==> src/rtl/sram_arb_pkg.sv <==
// Shared types and constants for the two-port SRAM arbiter.
package sram_arb_pkg;

    typedef enum logic [1:0] {
        StIdle    = 2'd0,
        StSetup   = 2'd1,
        StStrobe  = 2'd2,
        StRecover = 2'd3
    } state_e;

    localparam int unsigned STROBE_CYC_DEFAULT = 2;

    localparam logic WR_IDLE = 1'b0;
    localparam logic RD_IDLE = 1'b1;
    localparam logic CS_IDLE = 1'b0;

endpackage

==> src/rtl/rr_arb2.sv <==
// Two-way winner select. Round-robin on ties by default; with SRAM_ARB_FIXED_PRIO_EN
// defined, port 0 always wins ties and no last-grant pointer exists.
module rr_arb2 (
    input  logic clk,
    input  logic rst_n,
    input  logic req0,
    input  logic req1,
    input  logic take,
    output logic win
);

`ifdef SRAM_ARB_FIXED_PRIO_EN
    logic unused;
    assign unused = clk ^ rst_n ^ take;
    assign win    = ~req0 & req1;
`else
    logic last;

    // Tie goes to whichever port was not granted most recently.
    always_comb begin
        if (req0 && req1) win = ~last;
        else              win = req1;
    end

    // Reset to "port 1 last" so port 0 wins the first tie.
    always_ff @(posedge clk) begin
        if (!rst_n)    last <= 1'b1;
        else if (take) last <= win;
    end
`endif

endmodule

==> src/rtl/sram_arbiter.sv <==
// Two-port SRAM access arbiter with SETUP/STROBE/RECOVER timing and registered outputs.
// Tie policy selected by SRAM_ARB_FIXED_PRIO_EN (see rr_arb2).
module sram_arbiter
    import sram_arb_pkg::*;
#(
    parameter int unsigned STROBE_CYC = STROBE_CYC_DEFAULT
) (
    input  logic       clk,
    input  logic       rst_n,
    input  logic       req0,
    input  logic       req1,
    input  logic       we0,
    input  logic       we1,
    input  logic [7:0] addr0,
    input  logic [7:0] addr1,
    input  logic [7:0] wdata0,
    input  logic [7:0] wdata1,
    output logic       gnt0,
    output logic       gnt1,
    output logic       rvalid0,
    output logic       rvalid1,
    output logic [7:0] rdata,
    output logic       busy,
    output logic       sram_cs,
    output logic       sram_wr,
    output logic       sram_rd,
    output logic [7:0] sram_addr,
    output logic [7:0] sram_din,
    input  logic [7:0] sram_dout
);

    localparam logic [3:0] CntLast = 4'(STROBE_CYC - 1);

    state_e     state;
    logic [3:0] cnt;
    logic       we_q;
    logic       owner;
    logic       any_req;
    logic       win;
    logic       take;

    assign any_req = req0 | req1;
    assign take    = (state == StIdle) && any_req;

    rr_arb2 u_arb (
        .clk   (clk),
        .rst_n (rst_n),
        .req0  (req0),
        .req1  (req1),
        .take  (take),
        .win   (win)
    );

    always_ff @(posedge clk) begin
        if (!rst_n) begin
            state     <= StIdle;
            cnt       <= '0;
            we_q      <= 1'b0;
            owner     <= 1'b0;
            gnt0      <= 1'b0;
            gnt1      <= 1'b0;
            rvalid0   <= 1'b0;
            rvalid1   <= 1'b0;
            rdata     <= '0;
            busy      <= 1'b0;
            sram_cs   <= CS_IDLE;
            sram_wr   <= WR_IDLE;
            sram_rd   <= RD_IDLE;
            sram_addr <= '0;
            sram_din  <= '0;
        end else begin
            gnt0    <= 1'b0;
            gnt1    <= 1'b0;
            rvalid0 <= 1'b0;
            rvalid1 <= 1'b0;
            unique case (state)
                StIdle: begin
                    if (any_req) begin
                        state     <= StSetup;
                        owner     <= win;
                        we_q      <= win ? we1 : we0;
                        sram_addr <= win ? addr1 : addr0;
                        sram_din  <= win ? wdata1 : wdata0;
                        gnt0      <= ~win;
                        gnt1      <= win;
                        busy      <= 1'b1;
                        sram_cs   <= 1'b1;
                    end
                end
                StSetup: begin
                    state <= StStrobe;
                    cnt   <= '0;
                    if (we_q) sram_wr <= 1'b1;
                    else      sram_rd <= 1'b0;
                end
                StStrobe: begin
                    if (cnt == CntLast) begin
                        state   <= StRecover;
                        sram_wr <= WR_IDLE;
                        sram_rd <= RD_IDLE;
                        if (!we_q) begin
                            rdata   <= sram_dout;
                            rvalid0 <= ~owner;
                            rvalid1 <= owner;
                        end
                    end else begin
                        cnt <= cnt + 4'd1;
                    end
                end
                StRecover: begin
                    state   <= StIdle;
                    busy    <= 1'b0;
                    sram_cs <= CS_IDLE;
                end
                default: state <= StIdle;
            endcase
        end
    end

endmodule

==> config.mk <==
export PLATFORM = sky130hd
export DESIGN_NAME = sram_arbiter
export DESIGN_NICKNAME = d
export VERILOG_FILES = /design/src/rtl/sram_arb_pkg.sv /design/src/rtl/rr_arb2.sv /design/src/rtl/sram_arbiter.sv
export SDC_FILE = /design/constraint.sdc
export NUM_CORES = 1
export LEC_CHECK = 0
export ABC_AREA = 0
export CAP_MARGIN = 25
export CORE_ASPECT_RATIO = 1.4
export CORE_MARGIN = 2
export CORE_UTILIZATION = 47
export CTS_BUF_LIST = sky130_fd_sc_hd__clkbuf_8
export DETAILED_ROUTE_END_ITERATION = 8
export GPL_ROUTABILITY_DRIVEN = 0
export PLACE_DENSITY = 0.88
export SLEW_MARGIN = 10
export SYNTH_ARGS = -nofsm -noshare
export SYNTH_HDL_FRONTEND = slang
export SYNTH_SLANG_ARGS = --single-unit
==> constraint.sdc <==
create_clock -name clk -period 2.5 [get_ports clk]
set_clock_uncertainty 0.1 [all_clocks]
set_input_delay 0.5 -clock clk [delete_from_list [all_inputs] [get_ports clk]]
set_output_delay 0.5 -clock clk [all_outputs]
set_load 0.05 [all_outputs]
==> metrics.log <==
INFO  metric max_slew.worst_pin.slew = between 600 and 700 ps
INFO  metric dieHeight = 77.29 microns
INFO  metric grt_antenna_before_repair = 0
INFO  metric cpLargestDelayFamily = buffers and inverters
INFO  metric first_pass_grt_wire_length = 7.776 mm
INFO  metric holdCritStartpoint = owner$_SDFFE_PN0P_
INFO  metric critPathMaxStageDelay = 840 ps
INFO  metric cts_tree = built
INFO  metric timing.setup.tns = 0 ps
INFO  metric post_synth_instance_area = 0.001803 sq mm
INFO  metric cts-hold-fix-buffers = 0
INFO  metric setup.reg_to_reg.worst_slack = 730 ps
INFO  metric min_path_type = flip-flop to flip-flop
INFO  metric finalCritPeriodShare = 0.8359
INFO  metric syn_area_cell = 9.199 sq um
INFO  metric synth_sequential_area_ratio = 0.4441
INFO  metric drt-total-wl = 4.483 mm
INFO  metric period_minus_slack = between 2000 and 2500 ps
INFO  metric holdPathEnd = rvalid0$_SDFF_PP0_
INFO  metric synth.distinct_cells = 34
INFO  metric overflow = 0
INFO  metric clock_latency_of_the_later_clocked_register_in_the_worst_skew_pair = between 200 and 300 ps
INFO  metric first_global_vias = ~1700
INFO  metric worst-path-buf-inv = 1
INFO  metric worstSetupPathType = flip-flop to output pin
INFO  metric edff_count_synth = 0
INFO  metric critical_path_cell_count = 1
INFO  metric report.final.hold_viol_count = 0
INFO  metric routedWlPerCell = about 14 microns
INFO  metric clock_sinks = 40
INFO  metric ant_nets = 0
INFO  metric ys_seq_elements = 40
INFO  metric yosys_most_used_dff = dfxtp_1
INFO  metric vdd_drop_max = 739.7 uV
INFO  metric slew_headroom = 0.5391
INFO  metric max_freq = 0.4785 GHz
INFO  metric finalSetupViolCount = 0
INFO  metric grt_resource_usage_total = 0.2225
INFO  metric fin_util = 0.7396
INFO  metric maxCapViolations = 0
INFO  metric cts_root_buf = clkbuf_8
INFO  metric initial_core_util = 0.4905
INFO  metric synthTopCellsByArea = dfxtp_1, mux2i_1, a21oi_1
INFO  metric drt-pass1-iter-count = 4
INFO  metric synth.net_count = 250
INFO  metric clk_pin_slew = 80 ps
INFO  metric synth_top_area_frac = 0.4441
INFO  metric cts.path.max_buffers = 2
INFO  metric fraction_of_layout_cells_with_a_size_suffix_above_1 = 0.06642
INFO  metric synth.largest_area_cell = dfxtp_1
INFO  metric die_width = 56.35 microns
INFO  metric setup_crit_start = sram_addr[6]$_SDFFE_PN0P_
INFO  metric layout.nets = 325
INFO  metric vias = 1665
INFO  metric ys_warn_count = 0
INFO  metric drt_iter0_drc = 45
INFO  metric antenna_cells_inserted = 0
INFO  metric timing.reg2reg.worst_path_depth = 6
INFO  metric critical_path_peak_fanout = 2
INFO  metric worst_path_max_delay_cell = clkdlybuf4s50_1
INFO  metric cp_data_required_time = 1900 ps
INFO  metric number_of_cts_inserted_buffers = 5
INFO  metric start_kind = flip-flop
INFO  metric crit_path_cell_trace = clkdlybuf4s50_1
INFO  metric end_kind = output pin
INFO  metric rows = 26
INFO  metric critical_path.reg2reg.startpoint = state[1]$_SDFFE_PN0P_
INFO  metric io_buffer_count = 77
INFO  metric report.power.total = 0.002754 W
INFO  metric dp_hpwl = 3.174 mm
INFO  metric maxSlewViolCount = 0
INFO  metric holdWs = between 300 and 400 ps
INFO  metric num_io_pins = 78
INFO  metric synthArstFlopShare = 0
INFO  metric regToRegEndpoint = state[0]$_SDFFE_PN0P_
INFO  metric core-area = 0.003676 sq mm
INFO  metric p_leak = just over 1 nW
INFO  metric grt_max_degree = 32
INFO  metric overall_die_area = approximately 0.0044 sq mm
INFO  metric ctsHtreeMaxLevel = 2
INFO  metric syn_to_final_growth = 50.80%
INFO  metric unrepaired_setup_endpoints_after_global_routing = no
INFO  metric cts_resized = 0
INFO  metric outcome = finished, final reports clean
INFO  metric power.density_cell_area = 1013 mW/mm^2
INFO  metric post_cts_buffers = 0
INFO  metric route.detailed.vias_per_inst = 5.319
INFO  metric hold-path-cell-count = 1
INFO  metric synth_most_common_cell = dfxtp_1
INFO  metric synth_common_cells = dfxtp_1, a21oi_1, o21ai_0
INFO  metric synthCells = ~200
INFO  metric detail_route.drc_violations = 0
INFO  metric arrival = around 1500 ps
## where the power goes
group | switching, W | leakage (nW) | total [W] | internal [W]
logic | 0.000805 | 0.643 | 0.00127 | 0.000467
registers | 0.0000892 | 0.328 | 0.000868 | 0.000779
clock network | 0.000221 | 0.0642 | 0.000614 | 0.000393
## flip-flops by register name, summed over array words and instances (netlist names)
name / cells
sram_wr: 1
u_arb.last: 1
gnt0: 1
we_q: 1
sram_addr: 8
sram_rd: 1
sram_din: 8
sram_cs: 1
owner: 1
state: 2
rvalid0: 1
rvalid1: 1
cnt: 4
rdata: 8
gnt1: 1
## metal layers
metal | up-vias | track usage | wire (microns)
met3 | 4 | 0.06745 | 285
met4 | 0 | 0.06190 | 41
li1 | 836 | - | -
met1 | 763 | 0.2611 | 1854
met5 | - | 0 | 0
met2 | 62 | 0.3871 | 2301
## area by class of cell
cell class / count / area [sq um]
clock buffers: 5 / 68.82
clock inverters: 2 / 60.06
fillers: 279 / 957.2
inverters: 7 / 26.28
multi-input cells: 136 / 897.1
flip-flops and latches: 40 / 800.8
well taps: 42 / 52.55
repair buffers: 81 / 813.3
## layout by cell type (no fill, tap or decap), types with 4 or more instances in the layout
master / Yosys / routed
nor2b_1: 4 / 4
nand3_1: 13 / 13
mux2i_1: 17 / 17
inv_1: 7 / 7
clkbuf_8: 0 / 5
o21ai_0: 22 / 22
nand2_1: 11 / 11
clkdlybuf4s50_1: 0 / 77
dfxtp_1: 40 / 40
ha_1: 8 / 8
a21oi_1: 30 / 30
nor2_1: 6 / 6
## worst max-delay path by stage
stage	endpoint	slack, ps
finish	sram_addr[6]	410
detailed placement	sram_addr[3]$_SDFFE_PN0P_	340
CTS	sram_addr[6]	410
global route	busy	370
global placement	we_q$_SDFFE_PN0P_	380
floorplan	sram_addr[0]$_SDFFE_PN0P_	980
## stage by stage
step | setup WS [ps] | area (sq um) | cells
final | 410.1 | 2719 | 313
after global routing | 370.3 | 2719 | 313
after CTS | 405.2 | 2719 | 313
after detailed placement | 338.0 | 2590 | 306
after floorplan | 982.8 | 1803 | 196
after global placement | 376.5 | 2590 | 306
## kinds of logic after synthesis
group                    Yosys count  share of synthesized area
multiplexers                      17                    0.09438
buffers and inverters             20                    0.05829
AND/OR/NAND/NOR                   48                     0.1547
flip-flops                        40                     0.4441
AO/OA/AOI/OAI                     63                     0.1929
adder cells (fa/ha/maj)            8                    0.05552
(Power assumes the default switching activity.)
==> RTL change: new RTL, config.mk and constraints unchanged <==
Build with the macro `SRAM_ARB_FIXED_PRIO_EN` defined.
--- a/src/rtl/rr_arb2.sv
+++ b/src/rtl/rr_arb2.sv
@@ -1,4 +1,6 @@
 // Two-way winner select. Round-robin on ties by default; with SRAM_ARB_FIXED_PRIO_EN
 // defined, port 0 always wins ties and no last-grant pointer exists.
+`define SRAM_ARB_FIXED_PRIO_EN
+
 module rr_arb2 (
     input  logic clk,
Function: changed (a bounded check fails within 10 cycles, from zero or initial values and one cycle with rst_n low).
==> RTL change against the unedited design <==
  * Setup slack better by 0.031 ns
  * Sequential cell count decreased by 1
  * Highest routed layer unchanged
  * Synthesized area is 0.90% lower
  * Wire length down 14%
  * Design area decreased by 1.1%
  * Total power shrank 5.6%
  * Critical path type unchanged
  * Largest power group unchanged
  * Core utilization down 0.16 points
  * Synthesized cell count shrank 3.1%
==> RTL change: results (changes against the unedited design) <==
.. list-table::
   :header-rows: 1

   * - Metric
     - Value
   * - Max clock buf depth
     - 2 (unchanged)
   * - Share of the clock period used by the worst path
     - 82.3% (was 83.6%)
   * - Synth top cells by count
     - sky130_fd_sc_hd__dfxtp_1 (39), sky130_fd_sc_hd__nor2_1 (22), sky130_fd_sc_hd__mux2i_1 (18) (was sky130_fd_sc_hd__dfxtp_1 (40), sky130_fd_sc_hd__a21oi_1 (30), sky130_fd_sc_hd__o21ai_0 (22))
   * - Share of async-settable or async-resettable flops after synthesis
     - 0% (unchanged)
   * - Number of violations reported at the end of detailed-routing iteration 0
     - 30 (was 45)
   * - Cell count of the worst hold path
     - 1 (unchanged)
   * - Worst Path Arrival
     - 1.46 ns (was 1.49 ns)
   * - Reg-to-reg startpoint
     - cnt[0]$_SDFFE_PN0P_ (was state[1]$_SDFFE_PN0P_)
   * - Final wirelength
     - 3840 um (was 4480 um)
   * - Vias per std cell
     - 5.16 (was 5.32)
   * - Nets in the synthesized netlist
     - 244 (was 250)
   * - Wire length of the first global-routing pass
     - 6810 um (was 7780 um)
   * - Combined global-route utilization of all metal layers
     - 19.5% (was 22.2%)
   * - Via count of the first global-routing pass
     - 1599 (was 1697)
   * - Setup slack of the worst register-to-register path
     - 0.79 ns (was 0.73 ns)
   * - Top fanout value on the critical path
     - 3 (was 2)
   * - Slowest cell delay on critical path
     - 0.82 ns (was 0.84 ns)
   * - Run status
     - completed (unchanged)
   * - Number of filler instances in the final layout
     - 257 (was 279)
   * - FF-to-FF path depth
     - 5 (was 6)
   * - Count of antenna diodes in the layout
     - 0 (unchanged)
   * - Number of clock buffers inserted by TritonCTS
     - 5 (unchanged)
   * - Critical register-to-register path endpoint
     - rdata[7]$_SDFFE_PN0P_ (was state[0]$_SDFFE_PN0P_)
   * - Hold Slack
     - 0.343 ns (was 0.319 ns)
   * - Clk Latency, worst-skew pair
     - 0.29 ns (about the same)
   * - Number of instances resized during post-cts repair
     - 0 (unchanged)
   * - Static power due to leakage
     - 1.03 nW (was 1.04 nW)
   * - Cell types with the largest area share after synthesis
     - sky130_fd_sc_hd__dfxtp_1 (44%), sky130_fd_sc_hd__mux2i_1 (10%), sky130_fd_sc_hd__a211oi_1 (6.7%) (was sky130_fd_sc_hd__dfxtp_1 (44%), sky130_fd_sc_hd__mux2i_1 (9.4%), sky130_fd_sc_hd__a21oi_1 (8.3%))
   * - Largest net degree at the start of global routing
     - 37 (was 32)
   * - Worst slew pin tran
     - 0.647 ns (was 0.691 ns)
   * - Min-Delay Endpoint
     - rvalid0$_SDFF_PP0_ (unchanged)
   * - Peak supply drop
     - 0.791 mV (was 0.740 mV)
   * - Post-detailed-placement half-perimeter wirelength
     - 2930 um (was 3170 um)
   * - Proportion of layout cells with a drive suffix above 1
     - 7.84% (was 6.64%)
   * - # nets final
     - 321 (was 325)
   * - Critical hold path startpoint
     - owner$_SDFFE_PN0P_ (unchanged)
   * - Share of synthesized area occupied by flip-flops and latches
     - 43.7% (was 44.4%)
-- RTL change: layout make-up --
class / count / area share, %
clock buffers: 6 / 3.07
clock inverters: 2 / 1.30
inverters: 6 / 0.838
multi-input cells: 132 / 33.5
flip-flops and latches: 39 / 29.0
well taps: 42 / 1.95
repair buffers: 83 / 30.3
-- RTL change: logic make-up (layout without fill, tap and decap cells) --
group,count (synthesis),count (layout),share of synthesized area [%]
DFF,39,39,43.7
AOI/OAI and AO/OA,41,41,15.3
muxes,18,18,10.1
buffers and inverters,19,97,5.95
adders and majority gates,8,8,5.60
and+or+nand+nor,65,65,19.4
-- RTL change: worst max path at each step --
stage / slack [ns] / start / to / depth (start not counted)
finish: 0.44 / sram_wr$_SDFFE_PN0P_ / sram_wr / 1
global route: 0.37 / sram_wr$_SDFFE_PN0P_ / sram_wr / 1
CTS: 0.43 / sram_wr$_SDFFE_PN0P_ / sram_wr / 1
detailed placement: 0.44 / req1 / sram_addr[0]$_SDFFE_PN0P_ / 5
global placement: 0.46 / req1 / sram_din[5]$_SDFFE_PN0P_ / 5
floorplan: 0.99 / sram_cs$_SDFFE_PN0P_ / sram_cs / 1
-- RTL change: stage by stage --
stage	worst slack [ns]	instances	instance area, um^2	util, %	total power, mW
floorplan	0.987	190	1790	-	1.70
global placement	0.463	302	2570	70.6	2.05
detailed placement	0.439	302	2570	70.6	2.08
CTS	0.431	310	2690	73.8	2.62
global route	0.374	310	2690	73.8	2.75
finish	0.442	310	2690	73.8	2.60
-- RTL change: layer usage --
metal,vias to the layer above,share of wire (%),GRT usage (%)
li1,823,-,-
met1,717,39,20.4
met2,56,53,35.4
met3,4,6.9,6.07
met4,0,1.3,7.38
met5,-,0,0
-- RTL change: report_power, final --
part	internal [mW]	leakage (nW)	total [mW]	switching, mW
Clock	0.323	0.0612	0.537	0.214
Sequential	0.754	0.320	0.837	0.0823
Combinational	0.447	0.646	1.23	0.780
